[config.mk]
export PLATFORM = sky130hd
export DESIGN_NAME = fir_mac
export DESIGN_NICKNAME = d
export VERILOG_FILES = /design/src/rtl/fir_filter_pkg.sv /design/src/rtl/fir_sat.sv /design/src/rtl/fir_mac.sv
export SDC_FILE = /design/constraint.sdc
export NUM_CORES = 1
export LEC_CHECK = 0
export CORE_UTILIZATION = 40
export CTS_CLUSTER_DIAMETER = 30
export DETAILED_ROUTE_END_ITERATION = 10
export GPL_ROUTABILITY_DRIVEN = 0
export PLACE_DENSITY = 0.56
export SYNTH_ARGS = -nofsm -noshare
export SYNTH_HDL_FRONTEND = slang
export SYNTH_SLANG_ARGS = --single-unit
[constraint.sdc]
create_clock -name clk -period 13 [get_ports clk]
set_clock_uncertainty 0.05 [all_clocks]
set_input_delay 2.6 -clock clk [delete_from_list [all_inputs] [get_ports clk]]
set_output_delay 2.6 -clock clk [all_outputs]
set_load 0.005 [all_outputs]
[src/rtl/fir_filter_pkg.sv]
`default_nettype none
// ============================================================================
// Module      : fir_filter_pkg
// Description : Shared sizing, types and MAC state encoding for the FIR filter.
// Revision    : 1.0 - initial release
// ============================================================================
package fir_filter_pkg;

  localparam int NTAPS     = 8;
  localparam int FADDRBITS = 3;
  localparam int PRODW     = 32;
  localparam int FRACBITS  = 15;
  // Headroom of FADDRBITS guard bits keeps NTAPS full-scale products exact.
  localparam int ACCW      = PRODW + FADDRBITS;

  typedef enum logic [1:0] {
    IDLE = 2'd0,
    MAC  = 2'd1,
    OUT  = 2'd2
  } fir_mac_state_t;

  typedef logic signed [15:0]     sample_t;
  typedef logic signed [ACCW-1:0] acc_t;

endpackage
`default_nettype wire

[src/rtl/fir_sat.sv]
`default_nettype none
// ============================================================================
// Module      : fir_sat
// Description : Scales a Q-format accumulator back to Q1.15 (floor shift by 15)
//               and saturates the result to the signed 16-bit range.
// Revision    : 1.0 - initial release
// ============================================================================
module fir_sat
  import fir_filter_pkg::*;
#(
  parameter int ACC_W = ACCW
) (
  input  logic signed [ACC_W-1:0] acc_in,
  output logic signed [15:0]      sat_out
);

  localparam logic signed [ACC_W-1:0] c_MAX = ACC_W'(32767);
  localparam logic signed [ACC_W-1:0] c_MIN = ACC_W'(-32768);

  logic signed [ACC_W-1:0] w_shifted;

  // Arithmetic shift rounds toward minus infinity, matching plain truncation.
  assign w_shifted = acc_in >>> FRACBITS;

  // Clamp to the representable Q1.15 range.
  always_comb begin
    sat_out = w_shifted[15:0];
    if (w_shifted > c_MAX) begin
      sat_out = 16'sh7FFF;
    end else if (w_shifted < c_MIN) begin
      sat_out = 16'sh8000;
    end
  end

endmodule
`default_nettype wire

[src/rtl/fir_mac.sv]
`default_nettype none
// ============================================================================
// Module      : fir_mac
// Description : Time-multiplexed FIR multiply-accumulate. Accepts one sample,
//               walks the coefficient bank one tap per cycle and emits one
//               saturated Q1.15 result per input sample.
// Revision    : 1.0 - initial release
// ============================================================================
module fir_mac
  import fir_filter_pkg::*;
#(
  parameter int NTAPS     = fir_filter_pkg::NTAPS,
  parameter int FADDRBITS = fir_filter_pkg::FADDRBITS
) (
  input  logic                 clk,
  input  logic                 rst,
  input  logic                 in_valid,
  output logic                 in_ready,
  input  logic [15:0]          in_data,
  output logic [FADDRBITS-1:0] faddr_out,
  input  logic [15:0]          coeff_in,
  output logic                 out_valid,
  input  logic                 out_ready,
  output logic [15:0]          out_data,
  output logic                 busy_out
);

  localparam int                   c_ACCW     = PRODW + FADDRBITS;
  localparam logic [FADDRBITS-1:0] c_LAST_TAP = FADDRBITS'(NTAPS - 1);

  fir_mac_state_t          r_state;
  fir_mac_state_t          w_state_next;
  sample_t                 r_x [NTAPS];
  logic signed [c_ACCW-1:0] r_acc;
  logic [FADDRBITS-1:0]    r_tap;
  logic [15:0]             r_out_data;

  logic                    w_accept;
  logic                    w_last;
  sample_t                 w_x_tap;
  logic signed [PRODW-1:0] w_prod;
  logic signed [c_ACCW-1:0] w_acc_sum;
  logic signed [15:0]      w_sat;

  assign w_last    = (r_tap == c_LAST_TAP);
  assign w_x_tap   = r_x[r_tap];
  assign w_prod    = $signed(coeff_in) * w_x_tap;
  assign w_acc_sum = r_acc + {{(c_ACCW-PRODW){w_prod[PRODW-1]}}, w_prod};
  assign w_accept  = in_valid && in_ready;
  assign out_data  = r_out_data;

  // The final tap's sum is saturated directly so the result is ready on MAC->OUT.
  fir_sat #(
    .ACC_W (c_ACCW)
  ) u_sat (
    .acc_in  (w_acc_sum),
    .sat_out (w_sat)
  );

  // State register.
  always_ff @(posedge clk) begin
    if (rst) begin
      r_state <= IDLE;
    end else begin
      r_state <= w_state_next;
    end
  end

  // Next-state decode and handshake/bank-address outputs.
  always_comb begin
    w_state_next = r_state;
    in_ready     = 1'b0;
    faddr_out    = '0;
    busy_out     = 1'b0;
    out_valid    = 1'b0;
    case (r_state)
      IDLE: begin
        in_ready = !rst;
        if (in_valid && !rst) begin
          w_state_next = MAC;
        end
      end
      MAC: begin
        faddr_out = r_tap;
        busy_out  = 1'b1;
        if (w_last) begin
          w_state_next = OUT;
        end
      end
      OUT: begin
        busy_out  = 1'b1;
        out_valid = 1'b1;
        if (out_ready) begin
          w_state_next = IDLE;
        end
      end
      default: begin
        w_state_next = IDLE;
      end
    endcase
  end

  // Delay line, accumulator, tap counter and output result register.
  always_ff @(posedge clk) begin
    if (rst) begin
      for (int i = 0; i < NTAPS; i++) begin
        r_x[i] <= '0;
      end
      r_acc      <= '0;
      r_tap      <= '0;
      r_out_data <= '0;
    end else begin
      case (r_state)
        IDLE: begin
          if (w_accept) begin
            r_x[0] <= $signed(in_data);
            for (int i = 1; i < NTAPS; i++) begin
              r_x[i] <= r_x[i-1];
            end
            r_acc <= '0;
            r_tap <= '0;
          end
        end
        MAC: begin
          r_acc <= w_acc_sum;
          if (w_last) begin
            r_out_data <= w_sat;
          end else begin
            r_tap <= r_tap + 1'b1;
          end
        end
        default: begin
        end
      endcase
    end
  end

endmodule
`default_nettype wire

# Yosys cells after proc, flatten, opt, wreduce, memory -nomap -nowiden

Memories as Yosys holds them, arrays and structs flattened. A register that Yosys moved wholly into a read port is not among the register bits.
Cells that the tools add are included.

Magnitude comparators: 2
Eq/ne operators: 8
Bitwise gates (word level): 8
Add/subtract/negate cells: 2
Reduce and logical (&&, ||, !) cells: 10
Muxes and demuxes: 31
Multipliers: 1

Operator list:

| cell                                                 | number |
|---|---|
| two-way mux 16 bit                                   | 10 |
| case mux 35 bit (2 select lines)                     | 1 |
| adder 35 bit                                         | 1 |
| two-way mux 35 bit                                   | 1 |
| multiplier 16 x 16 -> 32 bit                         | 1 |
| > comparator 20 x 16 -> 1 bit, second input constant | 1 |
| < comparator 20 x 16 -> 1 bit, second input constant | 1 |
| two-way mux 3 bit                                    | 5 |
| != test 2 bit, second input constant                 | 5 |
| two-way mux 1 bit                                    | 9 |
| bitwise OR 1 bit                                     | 8 |
| two-way mux 2 bit                                    | 3 |
| case mux 2 bit (3 select lines)                      | 1 |
| case mux 3 bit (2 select lines)                      | 1 |
| AND reduction 3 bit                                  | 2 |
| AND reduction 2 bit                                  | 2 |
| adder 3 x 1 -> 3 bit, second input constant          | 1 |
| equality test 3 bit, second input constant           | 1 |
| equality test 2 x 1 -> 1 bit, second input constant  | 1 |
| equality test 2 bit, second input constant           | 1 |
| logical AND 1 bit                                    | 2 |
| logical NOT 2 bit                                    | 1 |
| nonzero test 2 bit                                   | 1 |
| OR reduction 2 bit                                   | 1 |
| logical NOT 1 bit                                    | 1 |

Flip-flop bits (word level): 56
Word-level logic and storage cells: 67
Bits in writable memories: 128
Output and inout bits: 22
Memories kept: 1

Memories:

| name | depth | bits a word | rd ports | clocked after Yosys merged registers in | wr ports | line          | source |
|---|---|---|---|---|---|---|---|
| r_x  | 8     | 16          | 8        | 1                                       | 8        | fir_mac.sv:33 | `sample_t r_x [NTAPS];` |

# Longest topological paths before layout

Gate-level depths: netlist (run 1).

Depth in word-level cells: 8
Gate-level depth with buffers: 40
Depth with buffers taken out: 37

# Cells and area by module

From an unflattened synthesis (run 1), not the netlist that was laid out.

Cell total of the unflattened synthesis: 1,948
Area total of the unflattened synthesis: 19,949.1 um^2

Modules (own cells, without submodules):

| module  | cells an instance | sequential area each (um^2) | instances | area an instance (um^2) |
|---|---|---|---|---|
| fir_mac | 1,888             | 5,024.8                     | 1         | 19,478.7 |
| fir_sat | 60                | 0.0                         | 1         | 470.5 |

# Worst setup path after synthesis (run 1)

Ideal clock, no wire load.

Path type: input to register
From: in coeff_in[10]
To: reg r_out_data[10], in the netlist out_data[10]
Stages on the path: 34
Library setup time: 0.145 ns
Arrival: 10.594 ns
Slack: 2.212 ns
Path through: clkbuf_1 -> nand2_1 -> fa_1 -> fa_1 -> fa_1 -> fa_1 -> inv_1 -> fa_1 -> inv_1 -> fa_1 -> inv_1 -> ha_1 -> a21oi_1 -> o2111ai_1 -> a31oi_1 -> o21ai_0 -> a311oi_1 -> nor3_1 -> a21o_1 -> a21oi_1 -> xnor2_1 -> ha_1 -> a21oi_1 -> o21ai_0 -> a211oi_1 -> o21bai_1 -> o41ai_4 -> o2111ai_1 -> a21oi_2 -> xnor2_1 -> or4_4 -> a21boi_4 -> buf_6 -> a211oi_2

Cells in the longest elaborated chain, start to end: 5
Elaborated cells between the ends (all ways): 6
Classes of those cells: add/sub (1); mul (1); order compare (2); mux (2)

Ends and longest elaborated chain:

| what                             | line           | source |
|---|---|---|
| start: declaration               | fir_mac.sv:21  | `input logic [15:0] coeff_in,` |
| multiplier 16 x 16 -> 32 bit (*) | fir_mac.sv:47  | `assign w_prod = $signed(coeff_in) * w_x_tap;` |
| adder 35 bit (*)                 | fir_mac.sv:48  | `assign w_acc_sum = r_acc + {{(c_ACCW-PRODW){w_prod[PRODW-1]}}, w_prod};` |
| < comparator 20 x 16 -> 1 bit    | fir_sat.sv:30  | `end else if (w_shifted < c_MIN) begin` |
| two-way mux 16 bit               | fir_sat.sv:30  |  |
| two-way mux 16 bit (*)           | fir_sat.sv:28  | `if (w_shifted > c_MAX) begin` |
| end signal: assignment           | fir_mac.sv:127 | `r_out_data <= w_sat;` |
| end: declaration                 | fir_mac.sv:36  | `logic [15:0] r_out_data;` |

Every way passes the cells marked *; elsewhere a longest branch is shown, timed or not.
A chain may end at the register's enable or synchronous reset.

# Worst setup path in the final report (run 1)

From: in coeff_in[7]
To: reg r_out_data[3], in the netlist out_data[3]

Same word-level chain as after synthesis.

==> metrics, run 1 <==
FF-to-FF path depth=35; Syn Area/Cell=10.4 µm²; fin cells=2,540; DP HPWL=34,000 µm; Seq cells post-synth=187; Setup crit end=out_data[3]; Final min period=11,890 ps; H-tree depth=4; I/O pin total=58; wire length per cell=17.6 µm; root buf cell=clkbuf_16; Final ANT Viol Nets=0; slowest stage cell, crit path=clkdlybuf4s50_1; # fillers=4,575; Main synth FF type=edfxtp_1; largest net degree at the start of global routing=99; syn nets=2,310; post_cts resized=0; Synth Warn #=0; Detailed Routing Iterations Pass 1=5; number of antenna diodes=0; worst setup path startpoint=coeff_in[7]; first-pass GRT wire length=74,100 µm; fraction of synthesized area in multiplexers=0.0472; Final setup viols=0; Die Ht=223 µm; Max-Cap Viols=0; TritonCTS clock tree=done; post-route core utilization=0.445; share of post-route cells with drive strength above 1=0.0701; setup bufs post-CTS=0; Clock Latency Late Sink=440 ps; Core Box Area=0.0479 mm²; vias in the first global route=13,900; status=complete, no violations; startpoint class of the critical path=primary input; # hold bufs at CTS=0; Clock Path Buffers=2; worst-margin pin slew=952 ps; adder-cell share of the synthesized area=0.347; GR Overflow Total=0; layout net count=2,333; Initial Utilization=0.408; RSZ-0062 raised after global routing=no; routed vias=13,100; Post-DP Area=0.0208 mm²; R2R Setup Slk=1970 ps; TritonCTS Sinks=187; Hold Vio Cnt, Final=0; Final Slew Violations=0; # rows=80; most frequent cells in the layout=314 x inv_1, 263 x fa_1, 143 x and2_1, 128 x edfxtp_1, 127 x nand2_1; critical path arrival=12,130 ps; Die Span X=223 µm; Die Area=0.0498 mm²; number of synthesized flops with an enable pin=128; post-synthesis sequential area ratio=0.257; R2R Path End=out_data[3]; Synth Area in XOR/XNOR=0.0309; # DRC=0; Required @ worst endpoint=13,230 ps; FFs w/ async S/R, synth=0; initial antenna violation count=0; Fin Setup TNS=0 ps; most common cell after layout, fill and taps aside=inv_1; Design Area, Final=0.0213 mm²; DRT Wirelength=44,800 µm; simple-gate share of the synthesized area=0.153; Inst Count DP=2,508; Largest stage delay, worst path=750 ps; GR Util All Layers=0.190; final worst path period share=0.915; HP Class=reg -> reg; worst-path fanout max=16; Worst slew margin=0.365; Synth Instances=1,889; clock slew at reported path FFs=70 ps; Setup crit end kind=register; Iteration-0 DRC Markers=827; number of distinct library cells after synthesis=67; area delta synth->final=9.13%; complex-gate fraction of the synthesized area=0.0885; most used cell, CP=fa_1; critical path class=in -> reg; Fmax=0.0841 GHz; count of port buffers added during placement=57; clock buffer count from CTS=17; via/cell ratio=5.16; mapped cell area=0.0196 mm²; main combinational cell family by area after synthesis=adder cells
[registers in the layout (all words and copies together), names as in the netlist, named ones only]
name,flops
r_state,2
r_acc,35
r_tap,3
out_data,16
r_x,128
[area by class of cell]
class                      instances  area [µm²]  area share
clock buffer                      23         499      0.0234
clock inverter                     9        75.1     0.00352
inverter                         314        1180      0.0552
multi-input combinational       1313       13100       0.612
sequential                       187        5030       0.236
tap                              615         769      0.0361
timing repair buffer              79         733      0.0344
[critical path, delay by kind of cell]
family                     cells  cell delay (ps)
buffers and inverters          5              950
adders and majority gates      8             3700
AOI/OAI and AO/OA             16             3620
xor gates and xnor gates       2              250
and+or+nand+nor                3             1030
[layer usage]
layer  wire, µm  up-vias  track usage
met1      19700     6731        0.249
met2      22800      206        0.333
li1           -     6132            -
met3       1370       47       0.0198
met4        918        0       0.0558
met5          0        -            0
[synthesized netlist by cell type, drive strengths merged (14+ instances only)]
cell type / number / share of area
inv: 314 / 0.060
fa: 263 / 0.27
and2: 143 / 0.046
edfxtp: 128 / 0.20
nand2: 127 / 0.024
ha: 122 / 0.078
nor2b: 122 / 0.039
nor2: 103 / 0.020
clkbuf: 69 / 0.013
dfxtp: 59 / 0.060
a21oi: 58 / 0.015
xnor2: 51 / 0.024
o21ai: 48 / 0.012
mux4: 32 / 0.037
a22oi: 30 / 0.012
a21o: 25 / 0.0096
nand2b: 25 / 0.0080
a211oi: 24 / 0.013
xor2: 15 / 0.0071
nor3: 14 / 0.0038
[cell families after synthesis]
family                     count (synthesis)
DFF                                      187
xor gates and xnor gates                  66
adders and majority gates                385
muxes                                     51
buffers and inverters                    389
AOI/OAI and AO/OA                        239
and+or+nand+nor                          572
[worst min path at each step]
stage                   start   endpoint  slack, ps  cells after the start
finish              r_acc[32]  r_acc[32]        450                      2
global route        r_acc[12]  r_acc[12]        480                      2
CTS                 r_acc[32]  r_acc[32]        460                      2
detailed placement  r_acc[32]  r_acc[32]        440                      2
global placement    r_acc[32]  r_acc[32]        430                      2
floorplan            r_acc[5]   r_acc[5]        410                      2
[metrics by stage]
stage	setup WS (ps)	hold slack [ps]
after floorplan	2210	410
after global placement	835	428
after detailed placement	642	437
after CTS	1090	455
after global routing	393	484
final	1110	448
Power of run 1 is left out: the tool's default activity adds up to more than one toggle a clock period on the data nets, which glitch-free logic cannot reach.
==> inputs of run 2 (changes only) <==
--- a/config.mk
+++ b/config.mk
@@ -6,6 +6,7 @@
 export NUM_CORES = 1
 export LEC_CHECK = 0
 export CORE_UTILIZATION = 40
+export CTS_BUF_LIST = sky130_fd_sc_hd__clkbuf_16
 export CTS_CLUSTER_DIAMETER = 30
 export DETAILED_ROUTE_END_ITERATION = 10
 export GPL_ROUTABILITY_DRIVEN = 0
==> metrics, run 2 (same netlist as run 1, synthesis figures left out) <==
status=complete, no violations; Initial Utilization=0.408 (unchanged); # hold bufs at CTS=0 (unchanged); most used cell, CP=fa_1; Final setup viols=0 (unchanged); Die Span X=223 µm (unchanged); worst-margin pin slew=953 ps (+0.588 ps); Worst path top cell family by delay=adder cells; hold-critical path depth=2 (unchanged); Final Slew Violations=0 (unchanged); DRT Wirelength=44,700 µm (-0.19%); slowest stage cell, crit path=clkdlybuf4s50_1; routed vias=13,100 (-0.12%); Die Ht=223 µm (unchanged); clock buffer count from CTS=17 (unchanged); TritonCTS clock tree=done; Hold Path Origin=r_acc[32]; share of post-route cells with drive strength above 1=0.0701 (unchanged); most frequent cells in the layout=316 x inv_1, 263 x fa_1, 143 x and2_1, 128 x edfxtp_1, 127 x nand2_1; count of port buffers added during placement=57 (unchanged); critical path class=in -> reg; Iteration-0 DRC Markers=798 (-3.5%); Hold Path End=r_acc[32]; Clock Path Buffers=2 (unchanged); TritonCTS Sinks=187 (unchanged); FF-to-FF path depth=35 (unchanged); Final ANT Viol Nets=0 (unchanged); largest net degree at the start of global routing=99 (unchanged); clock slew at reported path FFs=70 ps (about the same); Reg with most FFs=r_x; number of antenna diodes=0 (unchanged); Largest stage delay, worst path=750 ps (about the same); Detailed Routing Iterations Pass 1=5 (unchanged); # DRC=0 (unchanged); root buf cell=clkbuf_16; Clock Latency Late Sink=440 ps (about the same); Die Area=0.0498 mm² (unchanged); # fillers=4,580 (+0.11%); post_cts resized=0 (unchanged); # rows=80 (unchanged); Required @ worst endpoint=13,230 ps (about the same); vias in the first global route=13,900 (-0.10%); HP Class=reg -> reg; area delta synth->final=8.98%; max reg flops=128 (unchanged); RSZ-0062 raised after global routing=no; Fmax=0.0838 GHz (-0.30%); Final min period=11,930 ps (+35.3 ps); R2R Path End=out_data[3]; layout net count=2,333 (unchanged); Worst slew margin=0.365 (-0.000392); most common cell after layout, fill and taps aside=inv_1; I/O pin total=58 (unchanged); GR Overflow Total=0 (unchanged); Fin Setup TNS=0 ps (unchanged); setup bufs post-CTS=0 (unchanged); critical path arrival=12,160 ps (+30 ps); GR Util All Layers=0.190 (about the same); first-pass GRT wire length=74,100 µm (about the same); wire length per cell=17.6 µm (-0.19%); crit path buf inv count=5 (unchanged); Max-Cap Viols=0 (unchanged); Core Box Area=0.0479 mm² (unchanged); initial antenna violation count=0 (unchanged); final worst path period share=0.918 (+0.00271); worst-path fanout max=16 (unchanged); via/cell ratio=5.16 (-0.12%); startpoint class of the critical path=primary input; H-tree depth=4 (unchanged); Setup crit end kind=register; Hold Vio Cnt, Final=0 (unchanged); R2R Setup Slk=1950 ps (-20 ps); DP HPWL=34,000 µm (unchanged)
run 2: worst max path at each step:
| stage | startpoint | endpoint | cells after the start |
|---|---|---|---|
| after floorplan | coeff_in[10] | out_data[10] | 34 |
| after global placement | coeff_in[7] | out_data[0] | 34 |
| after detailed placement | coeff_in[7] | out_data[3] | 34 |
| after CTS | coeff_in[7] | out_data[3] | 34 |
| after global routing | coeff_in[9] | out_data[3] | 33 |
| final | coeff_in[7] | out_data[3] | 34 |
run 2: stage by stage:
step / hold WS [ps] / utilization / area (µm²) / cells / setup slack (ps)
final: 447 / 0.444 / 21300 / 2540 / 1070
after global routing: 484 / 0.444 / 21300 / 2540 / 393
after CTS: 455 / 0.444 / 21300 / 2540 / 1090
after detailed placement: 437 / 0.433 / 20800 / 2508 / 642
after global placement: 428 / 0.433 / 20800 / 2508 / 835
after floorplan: 410 / - / 19600 / 1889 / 2210
run 2: routing by layer:
layer  GRT usage  vias to the layer above  part of all wire
met5           0                        -                 0
met4      0.0558                        0             0.021
met3      0.0198                       49             0.032
met2       0.332                      210              0.51
met1       0.249                     6706              0.44
li1            -                     6135                 -
run 2: final cells by class:
| class | instances | area, µm² | share of cell area |
|---|---|---|---|
| sequential | 187 | 5030 | 0.236 |
| clock buffer | 18 | 450 | 0.0211 |
| timing repair buffer | 79 | 733 | 0.0344 |
| multi-input combinational | 1313 | 13100 | 0.613 |
| clock inverter | 14 | 93.8 | 0.00440 |
| inverter | 314 | 1180 | 0.0553 |
| tap | 615 | 769 | 0.0361 |
run 2: worst reg2reg max path: cells and delay by family, from the launching register on:
family,cells,cell delay [ps]
AO/OA/AOI/OAI,16,3640
XOR/XNOR,2,250
adder cells (fa/ha/maj),8,3670
buffers and inverters,4,530
flip-flops,1,930
multiplexers,2,960
AND/OR/NAND/NOR,3,870
Power of run 2 is left out for the same reason.
